===== config.mk =====
export PLATFORM = sky130hd
export DESIGN_NAME = pipeline_hazard_ctrl
export DESIGN_NICKNAME = d
export VERILOG_FILES = /design/src/rtl/pipeline_hazard_ctrl.sv
export SDC_FILE = /design/constraint.sdc
export NUM_CORES = 1
export LEC_CHECK = 0
export CELL_PAD_IN_SITES_DETAIL_PLACEMENT = 2
export CELL_PAD_IN_SITES_GLOBAL_PLACEMENT = 2
export CORE_ASPECT_RATIO = 2
export CORE_MARGIN = 2
export CORE_UTILIZATION = 26
export CTS_CLUSTER_DIAMETER = 80
export CTS_CLUSTER_SIZE = 16
export DETAILED_ROUTE_END_ITERATION = 6
export GPL_ROUTABILITY_DRIVEN = 0
export GPL_TIMING_DRIVEN = 0
export PLACE_DENSITY = 0.76
export SYNTH_ARGS = -nofsm -noshare
export SYNTH_HDL_FRONTEND = slang
export SYNTH_SLANG_ARGS = --single-unit

===== constraint.sdc =====
create_clock -name clk -period 3.4 [get_ports clk]
set_clock_uncertainty 0.1 [all_clocks]
set_input_delay 0.68 -clock clk [delete_from_list [all_inputs] [get_ports clk]]
set_output_delay 0.68 -clock clk [all_outputs]
set_load 0.02 [all_outputs]

===== src/rtl/pipeline_hazard_ctrl.sv =====
// pipeline_hazard_ctrl
// Hazard and sequencing controller for the five-stage RV32I pipeline.
// It generates the operand forwarding selects, the stall enables and the
// flush controls for the Fetch/Decode/Execute/Memory/Writeback registers.
// It resolves load-use and taken-branch hazards. It freezes the whole pipe
// while a handshaked data-memory access is outstanding. A watchdog abandons
// an access after TIMEOUT wait cycles. A saturating counter records how many
// cycles Fetch was stalled.
//
// Ports:
//   clk, rst                 clock, synchronous active-high reset
//   Rs1D, Rs2D               source registers in Decode
//   Rs1E, Rs2E, RdE          source / destination registers in Execute
//   RdM, RdW                 destination registers in Memory / Writeback
//   RegWriteM, RegWriteW     register-write enables in Memory / Writeback
//   ResultSrcE               result select in Execute (2'b01 = load)
//   PCSrcE                   taken branch / jump resolved in Execute
//   MemReqM, MemReadyM       data-memory request / completion handshake
//   ForwardAE, ForwardBE     operand select (00 regfile, 01 WB, 10 MEM)
//   StallF/D/E/M             hold PC / pipeline registers
//   FlushD/E/W               clear Decode / Execute / Writeback to a bubble
//   MemTimeout               sticky: an access was abandoned
//   StallCount               saturating count of cycles with StallF high
module pipeline_hazard_ctrl #(
    parameter int A_WIDTH   = 5,
    parameter int TIMEOUT   = 16,
    parameter int CNT_WIDTH = 32
) (
    input  logic                 clk,
    input  logic                 rst,
    input  logic [A_WIDTH-1:0]   Rs1D,
    input  logic [A_WIDTH-1:0]   Rs2D,
    input  logic [A_WIDTH-1:0]   Rs1E,
    input  logic [A_WIDTH-1:0]   Rs2E,
    input  logic [A_WIDTH-1:0]   RdE,
    input  logic [A_WIDTH-1:0]   RdM,
    input  logic [A_WIDTH-1:0]   RdW,
    input  logic                 RegWriteM,
    input  logic                 RegWriteW,
    input  logic [1:0]           ResultSrcE,
    input  logic                 PCSrcE,
    input  logic                 MemReqM,
    input  logic                 MemReadyM,
    output logic [1:0]           ForwardAE,
    output logic [1:0]           ForwardBE,
    output logic                 StallF,
    output logic                 StallD,
    output logic                 StallE,
    output logic                 StallM,
    output logic                 FlushD,
    output logic                 FlushE,
    output logic                 FlushW,
    output logic                 MemTimeout,
    output logic [CNT_WIDTH-1:0] StallCount
);

    localparam int WC_W = $clog2(TIMEOUT + 1);
    localparam logic [WC_W-1:0]      WC_MAX  = WC_W'(TIMEOUT);
    localparam logic [WC_W-1:0]      WC_ONE  = WC_W'(1);
    localparam logic [CNT_WIDTH-1:0] CNT_ONE = CNT_WIDTH'(1);
    localparam logic [A_WIDTH-1:0]   REG_X0  = '0;

    typedef enum logic {
        RUN      = 1'b0,
        MEM_WAIT = 1'b1
    } state_t;

    state_t                state_q, state_d;
    logic [WC_W-1:0]       wcnt_q, wcnt_d;
    logic                  timeout_q, timeout_d;
    logic [CNT_WIDTH-1:0]  cnt_q;
    logic                  memStall;
    logic                  loadStall;

    // State, watchdog, sticky timeout flag and the saturating stall counter.
    always_ff @(posedge clk) begin
        if (rst) begin
            state_q   <= RUN;
            wcnt_q    <= '0;
            timeout_q <= 1'b0;
            cnt_q     <= '0;
        end else begin
            state_q   <= state_d;
            wcnt_q    <= wcnt_d;
            timeout_q <= timeout_d;
            if (StallF && (cnt_q != '1)) begin
                cnt_q <= cnt_q + CNT_ONE;
            end
        end
    end

    // Next state. WCnt equals the number of cycles the current access has
    // already been stalled, so reaching TIMEOUT means the budget is spent.
    always_comb begin
        state_d   = state_q;
        wcnt_d    = wcnt_q;
        timeout_d = timeout_q;
        unique case (state_q)
            RUN: begin
                if (MemReqM && !MemReadyM) begin
                    state_d = MEM_WAIT;
                    wcnt_d  = WC_ONE;
                end
            end
            MEM_WAIT: begin
                if (MemReadyM) begin
                    state_d = RUN;
                    wcnt_d  = '0;
                end else if (wcnt_q == WC_MAX) begin
                    state_d   = RUN;
                    wcnt_d    = '0;
                    timeout_d = 1'b1;
                end else begin
                    wcnt_d = wcnt_q + WC_ONE;
                end
            end
            default: begin
                state_d = RUN;
                wcnt_d  = '0;
            end
        endcase
    end

    // Outputs. A memory stall freezes everything and masks branch and
    // load-use handling, which then take effect on the release cycle. A
    // taken branch flushes the dependent instruction, so it wins over
    // load-use.
    always_comb begin
        if (state_q == RUN) begin
            memStall = MemReqM && !MemReadyM;
        end else begin
            memStall = !MemReadyM && (wcnt_q != WC_MAX);
        end
        loadStall = (ResultSrcE == 2'b01) && (RdE != REG_X0) &&
                    ((RdE == Rs1D) || (RdE == Rs2D));

        ForwardAE = 2'b00;
        if (RegWriteM && (RdM != REG_X0) && (RdM == Rs1E)) begin
            ForwardAE = 2'b10;
        end else if (RegWriteW && (RdW != REG_X0) && (RdW == Rs1E)) begin
            ForwardAE = 2'b01;
        end
        ForwardBE = 2'b00;
        if (RegWriteM && (RdM != REG_X0) && (RdM == Rs2E)) begin
            ForwardBE = 2'b10;
        end else if (RegWriteW && (RdW != REG_X0) && (RdW == Rs2E)) begin
            ForwardBE = 2'b01;
        end

        StallF = 1'b0;
        StallD = 1'b0;
        StallE = 1'b0;
        StallM = 1'b0;
        FlushD = 1'b0;
        FlushE = 1'b0;
        FlushW = 1'b0;
        if (memStall) begin
            StallF = 1'b1;
            StallD = 1'b1;
            StallE = 1'b1;
            StallM = 1'b1;
            FlushW = 1'b1;
        end else if (PCSrcE) begin
            FlushD = 1'b1;
            FlushE = 1'b1;
        end else if (loadStall) begin
            StallF = 1'b1;
            StallD = 1'b1;
            FlushE = 1'b1;
        end

        // During reset every stage is held as a bubble with no forwarding.
        if (rst) begin
            ForwardAE = 2'b00;
            ForwardBE = 2'b00;
            StallF    = 1'b0;
            StallD    = 1'b0;
            StallE    = 1'b0;
            StallM    = 1'b0;
            FlushD    = 1'b1;
            FlushE    = 1'b1;
            FlushW    = 1'b1;
        end
    end

    assign MemTimeout = timeout_q;
    assign StallCount = cnt_q;

endmodule


After elaboration in Yosys (flattened, before gate mapping)
Cells that the tools add are included.

Register bits: 39. Output and inout port bits: 44. Logic and storage cells: 64.

$add $sub $neg: 2. Eq/ne operators: 11. Muxes and demuxes: 28. Bitwise logic cells: 2. Reduce and logical (&&, ||, !) cells: 17.

Operators by type and width (number): 32-bit by 1-bit adder with 32-bit output, second input constant (1); 32-bit inequality test, second input constant (1); 5-bit == test (6); 1-bit two-way mux (19); 5-bit two-way mux (3); 5-bit nonzero test (3); 1-bit logical AND (11); 5-bit one-hot mux with 2 select lines (1); 2-bit two-way mux (4); 5-bit by 1-bit adder with 5-bit output, second input constant (1); 5-bit == test, second input constant (1); 5-bit inequality test, second input constant (1); 3-bit AND reduction (1); 2-bit by 1-bit == test with 1-bit output, second input constant (1); 2-bit inequality test, second input constant (1); 1-bit NOT (2); 1-bit one-hot mux with 2 select lines (1); 1-bit logical NOT (1); 1-bit logical OR (1).

Longest topological paths before layout
Word-level depth: 8. Depth in mapped cells: 11.

Least setup slack after synthesis
Ideal clock, no wire load.

Path kind: input -> output. From: input port RdM[1]. To: output port ForwardAE[0]. Data arrival time: 2.318 ns. Path slack: 0.302 ns. Stages: 4. Path buffers: 0. Cells stage by stage: or4_1 > o21ai_0 > nor3_1 > nor4_1.

Longest elaborated chain between the ends: 5. Elaborated cells on any way between the ends: 6. Those cells by class: 1 x eq/ne; 2 x mux; 3 x reduce/logical.

RTL lines: start: declaration (RTL line 36) `input logic [A_WIDTH-1:0] RdM,`; 5-bit nonzero test (RTL line 138) `if (RegWriteM && (RdM != REG_X0) && (RdM == Rs1E)) begin`; 1-bit logical AND (RTL line 138); 1-bit logical AND * (RTL line 138); 2-bit two-way mux * (RTL line 138); 2-bit two-way mux * (RTL line 173) `if (rst) begin`; end: declaration (RTL line 44) `output logic [1:0] ForwardAE,`.

Every way passes the cells marked *; elsewhere a longest branch is shown, timed or not.

Final worst setup path
From: register wcnt_q[0]. To: output port StallM.

Longest elaborated chain between the ends: 5.

RTL lines: start: declaration (RTL line 69) `logic [WC_W-1:0] wcnt_q, wcnt_d;`; start signal: assignment (RTL line 84) `wcnt_q <= wcnt_d;`; 5-bit inequality test (RTL line 132) `memStall = !MemReadyM && (wcnt_q != WC_MAX);`; 1-bit logical AND (RTL line 132); 1-bit two-way mux (RTL line 129) `if (state_q == RUN) begin`; 1-bit two-way mux (RTL line 157) `if (memStall) begin`; 1-bit two-way mux (RTL line 173); end: declaration (RTL line 49) `output logic StallM,`.

Every way passes these cells.

==> results.sh <==
export IMPL_p_sw_w=0.000309
export IMPL_overflow=0
export IMPL_yosys_area_share_simple_pct=31.3
export IMPL_min_to="StallCount[27]"
export IMPL_num_nets_final=444
export IMPL_antenna_found_initial=0
export IMPL_ios=88
export IMPL_grt_max_degree=13
export IMPL_post_route_util_pct=39.1
export IMPL_first_pass_iters=4
export IMPL_ant_nets=0
export IMPL_synth_compound_area_share_pct=19.3
export IMPL_async_reset_ff_share_pct=0
export IMPL_synth_xor_area_share_pct=10.2
export IMPL_powerDensity_mw_per_mm2=310
export IMPL_finalSetupViolations=0
export IMPL_drtIter0Drc=72
export IMPL_regToRegSetupSlack_ns=0.52
export IMPL_hold_ws_ns=0.400
export IMPL_core_area_mm2=0.00970
export IMPL_clockBufferDepth=2
export IMPL_cp_end_kind="output pin"
export IMPL_synth_top_area_cell="dfxtp_1"
export IMPL_rows=51
export IMPL_power_share_clock_pct=44.3
export IMPL_holdBufCountCts=0
export IMPL_drt_wl_total_um=9620
export IMPL_tightest_slew_ns=0.744
export IMPL_clk_pin_slew_worst_paths_ns=0.06
export IMPL_crit_required_ns=2.62
export IMPL_synth_top_family_by_area="simple AND/OR/NAND/NOR gates"
export IMPL_cp_max_fo=6
export IMPL_synth_mux_area_share_pct=2.42
export IMPL_rr_worst_depth=11
export IMPL_layout_min_cycle_time_ns=3.29
export IMPL_dp_hpwl_um=7570
export IMPL_initial_core_util_pct=26.6
export IMPL_cts_buffers=5
export IMPL_finalCritPeriodShare_pct=96.7
export IMPL_htree_levels=2
export IMPL_cts_root_buf="clkbuf_16"
export IMPL_syn_area_mm2=0.00258
export IMPL_die_w_um=74.4
export IMPL_ys_flop_type="dfxtp_1"
export IMPL_synth_commonest_cells="dfxtp_1 (39), a21oi_1 (25), nand2_1 (24)"
export IMPL_synth_edff_count=0
export IMPL_grt_setup_unrepaired="false"
export IMPL_rr_startpoint="wcnt_q[0]"
export IMPL_wl_per_cell_um=18.2
export IMPL_fmax_mhz=304
export IMPL_vias=2780
export IMPL_setup_ws_ns=0.112
export IMPL_placed_area_mm2=0.00362
export IMPL_postSynthCellCount=302
export IMPL_die_area_mm2=0.0108
export IMPL_final_area_mm2=0.00379
export IMPL_r2r_end="StallCount[9]"
export IMPL_drc=0
export IMPL_cp_start_kind="register"
export IMPL_ys_types=58
export IMPL_run_status="finished clean"
export IMPL_min_delay_start="StallCount[27]"
export IMPL_yosys_top_cells_area="dfxtp_1 (30%), xnor2_1 (6.8%), a21oi_1 (4.8%), or4_1 (4.4%), nand2_1 (3.5%)"
export IMPL_fillers=1145
export IMPL_holdPathStages=2
export IMPL_ys_seq_area_share_pct=30.3
export IMPL_multiInputGateArea_mm2=0.00170
export IMPL_synth_top_area_share_pct=30.3
export IMPL_syn_nets=349
export IMPL_synth_most_common_cell="dfxtp_1"
export IMPL_grt_pass1_vias=3035
export IMPL_slew_headroom_pct=50.3
export IMPL_criticalPathCategory="reg -> out"
export IMPL_insertion_delay_ns=0.29
export IMPL_yosys_warnings=0
export IMPL_layout_drive_gt1_share_pct=12.6
export IMPL_io_buffer_count=87
export IMPL_sw_frac_of_total_pct=26.3
export IMPL_cts_tree="yes"
export IMPL_yosys_area_share_adder_pct=1.45
export IMPL_ir_drop_uv=196
export IMPL_total_power_w=0.00117
export IMPL_cp_arrival_ns=2.51
export IMPL_ff_latch_area_um2=781
export IMPL_avgSynthCellArea_um2=8.54
export IMPL_hp_class="reg -> reg"
export IMPL_seqPwrFrac_pct=39.4
export IMPL_dp_slack_ns=-0.703
export IMPL_n_antenna_cell=0
export IMPL_hold_viol=0
export IMPL_clock_sinks=39
export IMPL_cap_viol_max_count=0
export IMPL_report_final_slew_viol_count=0
export IMPL_avgViaCountPerCell=5.25
export IMPL_grt_pass1_wl_um=15400
export IMPL_grt_usage_pct=18.8
export IMPL_yosys_register_bits=39
export IMPL_pwr_share_comb_pct=16.3
export IMPL_die_y_um=145
export IMPL_area_growth_pct=46.9
export IMPL_p_int_w=0.000866
export IMPL_power_leakage_nw=1.25
## registers in the layout (all words and copies together), names as in the netlist
signal and count:
MemTimeout 1, state_q 1, StallCount 32, wcnt_q 5
## through the flow
stage          cells  setup TNS (ns)
6_report         530               0
5_1_grt          530               0
4_1_cts          531               0
3_5_place_dp     521           -4.53
3_3_place_gp     521           -4.36
2_1_floorplan    302               0
## critical path, cell delays in order, from the launching register on
cell	delay [ns]
dfxtp_1	0.46
inv_1	0.07
ha_1	0.22
and4bb_4	0.23
a211o_4	0.38
nor2_8	0.12
buf_4	0.12
clkdlybuf4s50_1	0.61
## placed cells by master (no fill, tap or decap), types with 6 or more instances in the layout
| cell type | n |
|---|---|
| nand4_1 | 8 |
| nor2_1 | 16 |
| or4_1 | 13 |
| a21oi_1 | 25 |
| o21ai_0 | 11 |
| nor3_1 | 6 |
| inv_1 | 9 |
| nand2_1 | 24 |
| o31ai_1 | 9 |
| dfxtp_1 | 39 |
| clkdlybuf4s50_1 | 73 |
| buf_4 | 6 |
| dlygate4sd2_1 | 7 |
| or3_1 | 12 |
| xnor2_1 | 20 |
| xor2_1 | 10 |
| nand3_1 | 17 |
## area by class of cell
cell class / count / share of cell area, %
inverters: 10 / 0.990
clock buffers: 7 / 4.03
repair buffers: 89 / 22.8
plain buffers: 13 / 2.28
clock inverters: 1 / 0.198
well taps: 132 / 4.36
flip-flops and latches: 39 / 20.6
multi-input cells: 239 / 44.8
## layer usage
| layer | global-route usage [%] | share of wire (%) | vias up |
|---|---|---|---|
| li1 | - | - | 1332 |
| met1 | 18.0 | 34 | 1384 |
| met2 | 39.1 | 62 | 55 |
| met3 | 2.42 | 2.6 | 9 |
| met4 | 5.17 | 1.4 | 0 |
| met5 | 0 | 0 | - |
## timing repair
action                                  4_1_cts  5_1_grt
endpoints found under the setup margin        9        4
gates resized for setup                      34        5
pin swaps                                     2        2
hold endpoints to repair                      0        0
buffers inserted                              2        0
## power by group through the flow
stage | clock (W) | combinational [W] | sequential, W
2_1_floorplan | 0 | 0.0000858 | 0.000473
4_1_cts | 0.000530 | 0.000194 | 0.000463
5_1_grt | 0.000547 | 0.000208 | 0.000463
3_5_place_dp | 0 | 0.000193 | 0.000474
6_report | 0.000521 | 0.000191 | 0.000463
3_3_place_gp | 0 | 0.000187 | 0.000473
## cells by family (layout without fill, tap and decap cells)
| group | count (synthesis) | in the layout |
|---|---|---|
| multiplexers | 5 | 5 |
| AND/OR/NAND/NOR | 128 | 128 |
| AO/OA/AOI/OAI | 73 | 73 |
| adder cells (fa/ha/maj) | 3 | 3 |
| flip-flops | 39 | 39 |
| XOR/XNOR | 30 | 30 |
| buffers and inverters | 24 | 120 |
## worst max-delay path by stage
stage / end / from
2_1_floorplan: ForwardAE[0] / RdM[1]
3_3_place_gp: StallF / RdE[1]
3_5_place_dp: StallF / RdE[1]
4_1_cts: StallD / RdE[1]
5_1_grt: ForwardBE[0] / RdM[2]
6_report: StallM / wcnt_q[0]
(Power assumes the default switching activity.)
